`src/rtl/tensor_core_pkg.sv`:
```
// Shared opcode/state types and default sizing for the tensor-core sequencer slice.
package tensor_core_pkg;

  localparam int NUMBER_OF_REGISTERS_DEFAULT = 32;
  localparam int DATA_WIDTH_DEFAULT          = 4;
  localparam int COMPUTE_TIMEOUT_DEFAULT     = 255;

  typedef enum logic [1:0] {
    OP_LOAD    = 2'd0,
    OP_COMPUTE = 2'd1,
    OP_READ    = 2'd2,
    OP_CLEAR   = 2'd3
  } opcode_t;

  typedef enum logic [2:0] {
    ST_IDLE,
    ST_LOAD,
    ST_COMPUTE_START,
    ST_COMPUTE_WAIT,
    ST_WRITEBACK,
    ST_READ_FETCH,
    ST_READ_HOLD,
    ST_CLEAR
  } sequencer_state_t;

endpackage

```
`src/rtl/tensor_core_address_walker.sv`:
```
// Register pointer and remaining-element count shared by LOAD and READ streaming.
// Pointer wraps modulo the register count; last flags the final element of a burst.
module tensor_core_address_walker #(
  parameter int NUMBER_OF_REGISTERS = 32,
  parameter int AW = $clog2(NUMBER_OF_REGISTERS)
) (
  input  logic          clock_in,
  input  logic          reset_in,
  input  logic          load,
  input  logic [AW-1:0] base_address,
  input  logic [AW:0]   count,
  input  logic          step,
  output logic [AW-1:0] pointer,
  output logic          last
);

  logic [AW:0] remaining;

  always_ff @(posedge clock_in or negedge reset_in) begin
    if (!reset_in) begin
      pointer   <= '0;
      remaining <= '0;
    end else if (load) begin
      pointer   <= base_address;
      remaining <= count;
    end else if (step) begin
      // Explicit wrap keeps non-power-of-two register files correct.
      if (pointer == AW'(NUMBER_OF_REGISTERS - 1))
        pointer <= '0;
      else
        pointer <= pointer + AW'(1);
      remaining <= remaining - (AW+1)'(1);
    end
  end

  assign last = (remaining == (AW+1)'(1));

endmodule

```
`src/rtl/tensor_core_sequencer.sv`:
```
// Command sequencer between host link and register file / tensor core; one command at a time.
// LOAD writes in the handshake cycle, READ yields one element per 2 cycles, holding data until consumed.
module tensor_core_sequencer
  import tensor_core_pkg::*;
#(
  parameter int NUMBER_OF_REGISTERS = NUMBER_OF_REGISTERS_DEFAULT,
  parameter int DATA_WIDTH          = DATA_WIDTH_DEFAULT,
  parameter int COMPUTE_TIMEOUT     = COMPUTE_TIMEOUT_DEFAULT,
  localparam int AW = $clog2(NUMBER_OF_REGISTERS),
  localparam int TW = $clog2(COMPUTE_TIMEOUT + 1)
) (
  input  logic                         clock_in,
  input  logic                         reset_in,
  input  logic                         cmd_valid_in,
  output logic                         cmd_ready_out,
  input  logic [1:0]                   cmd_opcode_in,
  input  logic [AW-1:0]                cmd_base_address_in,
  input  logic [AW:0]                  cmd_count_in,
  input  logic                         data_in_valid_in,
  output logic                         data_in_ready_out,
  input  logic signed [DATA_WIDTH-1:0] data_in,
  output logic                         data_out_valid_out,
  input  logic                         data_out_ready_in,
  output logic signed [DATA_WIDTH-1:0] data_out,
  output logic                         rf_write_enable_out,
  output logic [AW-1:0]                rf_write_address_out,
  output logic signed [DATA_WIDTH-1:0] rf_write_data_out,
  output logic [AW-1:0]                rf_read_address_out,
  input  logic signed [DATA_WIDTH-1:0] rf_read_data_in,
  output logic                         rf_bulk_write_enable_out,
  output logic                         rf_clear_out,
  output logic                         tc_start_out,
  input  logic                         tc_done_in,
  output logic                         busy_out,
  output logic                         error_out
);

  sequencer_state_t state;
  opcode_t          opcode;
  logic [TW-1:0]    timer;
  logic [AW-1:0]    ptr;
  logic             last;
  logic             accept;
  logic             load_hs;
  logic             read_hs;
  logic             bad_count;

  assign opcode    = opcode_t'(cmd_opcode_in);
  assign accept    = cmd_valid_in && cmd_ready_out;
  assign load_hs   = data_in_ready_out && data_in_valid_in;
  assign read_hs   = (state == ST_READ_HOLD) && data_out_ready_in;
  assign bad_count = cmd_count_in > (AW+1)'(NUMBER_OF_REGISTERS);

  tensor_core_address_walker #(
    .NUMBER_OF_REGISTERS(NUMBER_OF_REGISTERS),
    .AW                 (AW)
  ) u_walker (
    .clock_in    (clock_in),
    .reset_in    (reset_in),
    .load        (accept),
    .base_address(cmd_base_address_in),
    .count       (cmd_count_in),
    .step        (load_hs || read_hs),
    .pointer     (ptr),
    .last        (last)
  );

  // Strobes decode straight from state so reset silences them immediately.
  assign cmd_ready_out            = (state == ST_IDLE);
  assign busy_out                 = (state != ST_IDLE);
  assign data_in_ready_out        = (state == ST_LOAD);
  assign tc_start_out             = (state == ST_COMPUTE_START);
  assign rf_bulk_write_enable_out = (state == ST_WRITEBACK);
  assign rf_clear_out             = (state == ST_CLEAR);
  assign rf_write_enable_out      = load_hs;
  assign rf_write_address_out     = load_hs ? ptr : '0;
  assign rf_write_data_out        = load_hs ? data_in : '0;
  assign rf_read_address_out      = ptr;

  always_ff @(posedge clock_in or negedge reset_in) begin
    if (!reset_in) begin
      state              <= ST_IDLE;
      timer              <= '0;
      error_out          <= 1'b0;
      data_out           <= '0;
      data_out_valid_out <= 1'b0;
    end else begin
      case (state)
        ST_IDLE: begin
          if (accept) begin
            error_out <= 1'b0;
            case (opcode)
              OP_COMPUTE: state <= ST_COMPUTE_START;
              OP_CLEAR:   state <= ST_CLEAR;
              default: begin
                if (bad_count)
                  error_out <= 1'b1;
                else if (cmd_count_in != '0)
                  state <= (opcode == OP_LOAD) ? ST_LOAD : ST_READ_FETCH;
              end
            endcase
          end
        end
        ST_LOAD: begin
          if (load_hs && last)
            state <= ST_IDLE;
        end
        ST_COMPUTE_START: begin
          timer <= '0;
          state <= ST_COMPUTE_WAIT;
        end
        ST_COMPUTE_WAIT: begin
          if (tc_done_in) begin
            state <= ST_WRITEBACK;
          end else if (timer == TW'(COMPUTE_TIMEOUT - 1)) begin
            error_out <= 1'b1;
            state     <= ST_IDLE;
          end else begin
            timer <= timer + TW'(1);
          end
        end
        ST_READ_FETCH: begin
          data_out           <= rf_read_data_in;
          data_out_valid_out <= 1'b1;
          state              <= ST_READ_HOLD;
        end
        ST_READ_HOLD: begin
          // Valid drops on every handshake so a fetch cycle never re-presents stale data.
          if (read_hs) begin
            data_out_valid_out <= 1'b0;
            state              <= last ? ST_IDLE : ST_READ_FETCH;
          end
        end
        default: state <= ST_IDLE;
      endcase
    end
  end

endmodule

```
`config.mk`:
```
export PLATFORM = sky130hd
export DESIGN_NAME = tensor_core_sequencer
export DESIGN_NICKNAME = d
export VERILOG_FILES = /design/src/rtl/tensor_core_pkg.sv /design/src/rtl/tensor_core_address_walker.sv /design/src/rtl/tensor_core_sequencer.sv
export SDC_FILE = /design/constraint.sdc
export NUM_CORES = 1
export LEC_CHECK = 0
export BUFFER_PORTS_ARGS = -buffer_cell sky130_fd_sc_hd__buf_2
export CORE_AREA = 3 3 80 75
export CTS_CLUSTER_DIAMETER = 200
export DETAILED_ROUTE_END_ITERATION = 16
export DIE_AREA = 0 0 83 78
export HOLD_SLACK_MARGIN = 0.06
export SYNTH_ARGS = -nofsm -noshare
export SYNTH_HDL_FRONTEND = slang
export SYNTH_SLANG_ARGS = --single-unit
```
`constraint.sdc`:
```
create_clock -name clock_in -period 3.25 [get_ports clock_in]
set_input_delay 0.325 -clock clock_in [delete_from_list [all_inputs] [get_ports clock_in]]
set_output_delay 0.325 -clock clock_in [all_outputs]
set_load 0.02 [all_outputs]
```
# ---- After elaboration in Yosys (flattened, before gate mapping)
# Index checks and enable logic that the tools add are counted.
dict set report word_totals {
  ff_bits 28
  input_bits 27
  elab_cells 79
}
dict set report op_classes {
  addsub 3
  magnitude_cmp 1
  eq_ne 21
  muxes 29
  reduce_logical 18
}
# op count
set op_table {}
lappend op_table {{2-to-1 mux 3 bit} 9}
lappend op_table {{2-to-1 mux 5 bit} 4}
lappend op_table {{one-hot mux 3 bit (6 select lines)} 1}
lappend op_table {{2-to-1 mux 8 bit} 2}
lappend op_table {{one-hot mux 8 bit (2 select lines)} 1}
lappend op_table {{equality test 3 bit, second input constant} 4}
lappend op_table {{2-to-1 mux 6 bit} 2}
lappend op_table {{adder 8 x 1 -> 8 bit, second input constant} 1}
lappend op_table {{equality test 8 bit, second input constant} 1}
lappend op_table {{inequality test 2 bit, second input constant} 4}
lappend op_table {{nonzero test 2 bit} 4}
lappend op_table {{equality test 3 x 2 -> 1 bit, second input constant} 2}
lappend op_table {{equality test 6 x 1 -> 1 bit, second input constant} 1}
lappend op_table {{greater-than comparator 6 bit, second input constant} 1}
lappend op_table {{2-to-1 mux 1 bit} 6}
lappend op_table {{one-hot mux 3 bit (2 select lines)} 1}
lappend op_table {{AND reduction 6 bit} 1}
lappend op_table {{nonzero test 6 bit} 1}
lappend op_table {{subtractor 6 x 1 -> 6 bit, second input constant} 1}
lappend op_table {{adder 5 x 1 -> 5 bit, second input constant} 1}
lappend op_table {{equality test 5 bit, second input constant} 1}
lappend op_table {{logical AND 1 bit} 4}
lappend op_table {{2-to-1 mux 4 bit} 1}
lappend op_table {{inequality test 2 x 1 -> 1 bit, second input constant} 2}
lappend op_table {{15 further kinds} 16}

# ---- Longest topological paths before layout
dict set report logic_depth {
  word_depth 7
  mapped_depth 6
  depth_no_buf 6
}

# ---- Hierarchy
# Synthesis repeated with hierarchy kept, for this count alone.
dict set report unflattened {
  hier_cells 188
  area_unflattened_um2 1747.9
}
# mod n_inst cells_per_inst area_each_um2 seq_area_each_um2
set modules_own_cells {}
lappend modules_own_cells {tensor_core_sequencer 1 121 1096.1 425.4}
lappend modules_own_cells {tensor_core_address_walker 1 67 651.9 275.3}

# ---- Worst setup path before layout
# No wires, ideal clock.
dict set report synth_timing {
  kind {register to register}
  start {reg u_walker.pointer[0]}
  end {reg u_walker.pointer[2]}
  setup_ps 82
  t_arrival_ps 1741
  setup_slack_ps 1427
  path_stages_with_launch 7
  n_path_buf 0
  cell_sequence {dfrtp_1 -> ha_1 -> and3_1 -> ha_1 -> o21bai_1 -> or3b_1 -> a31oi_1}
}
dict set report synth_between {
  elab_chain_len 4
}
# item line
set synth_rtl {}
lappend synth_rtl {{from (decl)} tensor_core_address_walker.sv:13} ;# output logic [AW-1:0] pointer,
lappend synth_rtl {{from (signal assigned)} tensor_core_address_walker.sv:24} ;# pointer <= base_address;
lappend synth_rtl {{from (signal assigned)} tensor_core_address_walker.sv:31} ;# pointer <= pointer + AW'(1);
lappend synth_rtl {{adder 5 x 1 -> 5 bit / equality test 5 bit (equally long branches)} {tensor_core_address_walker.sv:31, tensor_core_address_walker.sv:28}}
lappend synth_rtl {{2-to-1 mux 5 bit (*)} tensor_core_address_walker.sv:28} ;# if (pointer == AW'(NUMBER_OF_REGISTERS - 1))
lappend synth_rtl {{2-to-1 mux 5 bit (*)} tensor_core_address_walker.sv:26} ;# end else if (step) begin
lappend synth_rtl {{2-to-1 mux 5 bit (*)} tensor_core_address_walker.sv:23} ;# end else if (load) begin
# Every way passes the cells marked *; elsewhere a longest branch is shown, timed or not. The select of a mux whose other input is x is not followed.
# A chain may end at the register's enable or synchronous reset.

# ---- Final worst setup path
dict set report layout_timing {
  start {reg state[0]}
  end {out rf_write_data_out[0]}
}
dict set report layout_between {
  elab_chain_len 3
}
# item line
set layout_rtl {}
lappend layout_rtl {{from (decl)} tensor_core_sequencer.sv:38} ;# sequencer_state_t state;
lappend layout_rtl {{from (signal assigned)} tensor_core_sequencer.sv:99} ;# state <= (opcode == OP_LOAD) ? ST_LOAD : ST_READ_FETCH;
lappend layout_rtl {{from (signal assigned)} tensor_core_sequencer.sv:131} ;# state <= last ? ST_IDLE : ST_READ_FETCH;
lappend layout_rtl {{equality test 3 x 1 -> 1 bit} tensor_core_sequencer.sv:71} ;# assign data_in_ready_out = (state == ST_LOAD);
lappend layout_rtl {{logical AND 1 bit} tensor_core_sequencer.sv:50} ;# assign load_hs = data_in_ready_out && data_in_valid_in;
lappend layout_rtl {{2-to-1 mux 4 bit} tensor_core_sequencer.sv:77} ;# assign rf_write_data_out = load_hs ? data_in : '0;
lappend layout_rtl {{to (decl)} tensor_core_sequencer.sv:27} ;# output logic signed [DATA_WIDTH-1:0] rf_write_data_out,
# No other way between the ends.

==> results.md <==
- Run status: finished clean
- TritonRoute pass-1 iters: 4
- Clk_skew: 0.00386 ns
- RD Place Congestion: 0.858
- Die X: 83 um
- Clk buf depth: 2
- Largest net degree at the start of global routing: 29
- Via count: 1680
- CTS Hold Bufs: 0
- Syn_area_per_cell: 8.91 um^2
- Total CTS buffers: 3
- Setup bufs post-CTS: 0
- Global-route wire length before repair: 7470 um
- CTS sink cnt: 28
- CTS tree: yes
- Synth Register Bits: 28
- Internal power: 0.974 mW
- Register area share after synthesis: 38.6%
- Final setup fails: 0
- Power share of the clock group: 12.5%
- Port Buffers: 53
- Worst stage delay on the critical path: 0.73 ns
- Yosys warnings: 0
- Cell count after placement: 315
- Initial antenna violation count: 0
- Remaining Overflow, GRT: 0
- Yosys top cell area share: 38.6%
- Overall die area: 0.00647 mm^2
- Yosys top cell by area: dfrtp_1
- NetSw: 0.847 mW
- Reg power frac: 37.8%
- Hold WC Path Type: in2async
- IO Count: 54
- CP max stage cell: dfrtp_1
- Async SR Flop Fraction: 100%
- Ant. Diodes: 0
- CP Data Required Time: 2.92 ns
- Peak VDD IR: 0.000328 V
- Drt total wl: 4480 um
- DR iter-0 viols: 74
- Max-slew violations: 0
- Switching share of power: 46.5%
- Synth-to-layout area growth: 19.5%
- Gr usage total: 13.8%
- Commonest non-fill, non-tap cell in the layout: buf_2
- Final WS setup: 1.15 ns
- Net Count, Synth: 237
- Die height: 78 um
- Crit share post-route: 64.7%
- EDFF count, synth: 0
- Synth Flop Type: dfrtp_1
- Final setup TNS: 0 ns
- Worst-path clk slew: 0.10 ns
- Placement Setup Slack: 1.32 ns
- Std cell rows: 25
- CP max FO: 21
- Synth cell types: 50
- WS Path Type: reg2out
- Nets: 286
- Total power: 1.82 mW
- Tightest Pin Transition: 0.663 ns
- Clock root cell: clkbuf_8
- CP startpoint kind: flip-flop
- PwrDens: 839 mW/mm^2
- Detailed Place HPWL: 3350 um
- Most frequent cells in the layout: 53 x buf_2, 28 x dfrtp_1, 19 x nand2_1, 14 x nor2_1, 13 x nand3_1
- Unrepaired setup endpoints after global routing: no
- Fin crit period: 2.10 ns
- DR WL/cell: 14.0 um
- Fmax: 0.475 GHz
- Max-Cap Viols: 0
- H-tree depth: 1
- LEAKAGE: 1.02 nW
- CP Data Arrival Time: 1.78 ns
- Final hold viol count: 0
- Top cells by area, synth: dfrtp_1 39%, ha_1 4.1%, nand2_1 3.9%
- Worst-skew pair later-pin latency: 0.28 ns
- Mapped cell area: 0.00182 mm^2
- Share of cells above drive strength 1: 28.6%
- DRC viols: 0
- Critical path capture point type: primary output
- DR vias/cell: 5.27
- Core area: 0.00519 mm^2
- Post-Synthesis Cells: 204
- Routed Antenna Nets: 0
- Relative slew margins: 55.8%
- Vias in the first global route: 1510
- Non-filler cells in the finished layout: 319
- Starting Density: 35.0%
- Combinational share of power: 49.7%
- Post-CTS sizing: 0
- Critical path cell sequence: and4bb_4 > and2_1 > buf_2
[final timing paths]
path / startpoint / to / slack [ns] / depth (start not counted)
min in group clock_in: cmd_base_address_in[0] / u_walker.pointer[0]$_DFFE_PN0P_ / 0.25 / 3
worst max register to register: state[1]$_DFFE_PN0P_ / u_walker.remaining[5]$_DFFE_PN0P_ / 1.28 / 4
worst max-delay path: state[0]$_DFFE_PN0P_ / rf_write_data_out[0] / 1.15 / 3
max in group asynchronous: reset_in / state[1]$_DFFE_PN0P_ / 2.76 / 1
worst min-delay path: reset_in / u_walker.pointer[0]$_DFFE_PN0P_ / 0.06 / 1
worst min register to register: data_out[1]$_DFFE_PN0P_ / data_out[1]$_DFFE_PN0P_ / 0.51 / 1
[sequential cells by signal, indices dropped and copies added (netlist names)]
register / count
timer: 8
u_walker.remaining: 6
u_walker.pointer: 5
data_out: 4
state: 3
data_out_valid_out: 1
error_out: 1
[worst max-delay path, delay by kind of cell (launching register included)]
kind	cells	cell delay, ns
flip-flops	1	0.73
AND/OR/NAND/NOR	2	0.60
buffers and inverters	1	0.15
[cells by family (layout without fill, tap and decap cells)]
| logic type | Yosys count | in the layout | synth area share (%) |
|---|---|---|---|
| AO/OA/AOI/OAI | 52 | 52 | 19.5 |
| XOR/XNOR | 1 | 1 | 0.482 |
| adder cells (fa/ha/maj) | 6 | 6 | 4.13 |
| buffers and inverters | 20 | 68 | 5.23 |
| flip-flops | 28 | 28 | 38.6 |
| multiplexers | 7 | 7 | 4.20 |
| AND/OR/NAND/NOR | 90 | 90 | 27.9 |
[per-layer routing]
metal / GRT usage [%] / vias up / part of all wire [%]
li1: - / 849 / -
met5: 0 / - / 0
met3: 2.23 / 2 / 4.6
met2: 20.2 / 50 / 43
met1: 20.9 / 779 / 51
met4: 3.92 / 0 / 0.65
[Yosys cell counts, types with 3 or more instances]
cell type	n
a221o_1	3
and2_1	9
nor3b_1	3
and3_1	4
nor2_1	14
nand2b_1	4
ha_1	6
o21a_1	3
inv_1	10
o211ai_1	6
a31oi_1	6
buf_2	4
nand3_1	13
a21oi_1	9
or2_2	3
mux2_2	5
nand2_1	19
nor3_1	4
or3_1	3
o21ai_0	9
dfrtp_1	28
[power by group through the flow]
stage / sequential, mW / combinational [mW] / clock [mW]
floorplan: 0.674 / 0.667 / 0
global placement: 0.691 / 0.907 / 0
detailed placement: 0.693 / 0.911 / 0
CTS: 0.686 / 0.915 / 0.236
global route: 0.723 / 1.02 / 0.249
finish: 0.688 / 0.906 / 0.227
[layout make-up]
cell class,count,area [um^2]
inverter,10,37.5
multi-input combinational,156,1020
fill,547,3020
clock buffer,4,55.1
tap,67,83.8
timing repair buffer,54,273
sequential,28,701
[stage by stage]
stage	util (%)	area [um^2]	hold slack [ns]
after floorplan	-	1820	0.0294
after global placement	40.7	2120	0.402
after detailed placement	40.7	2120	0.403
after CTS	41.8	2170	0.0874
after global routing	41.8	2170	0.105
final	41.8	2170	0.0596
(Power assumes the default switching activity.)
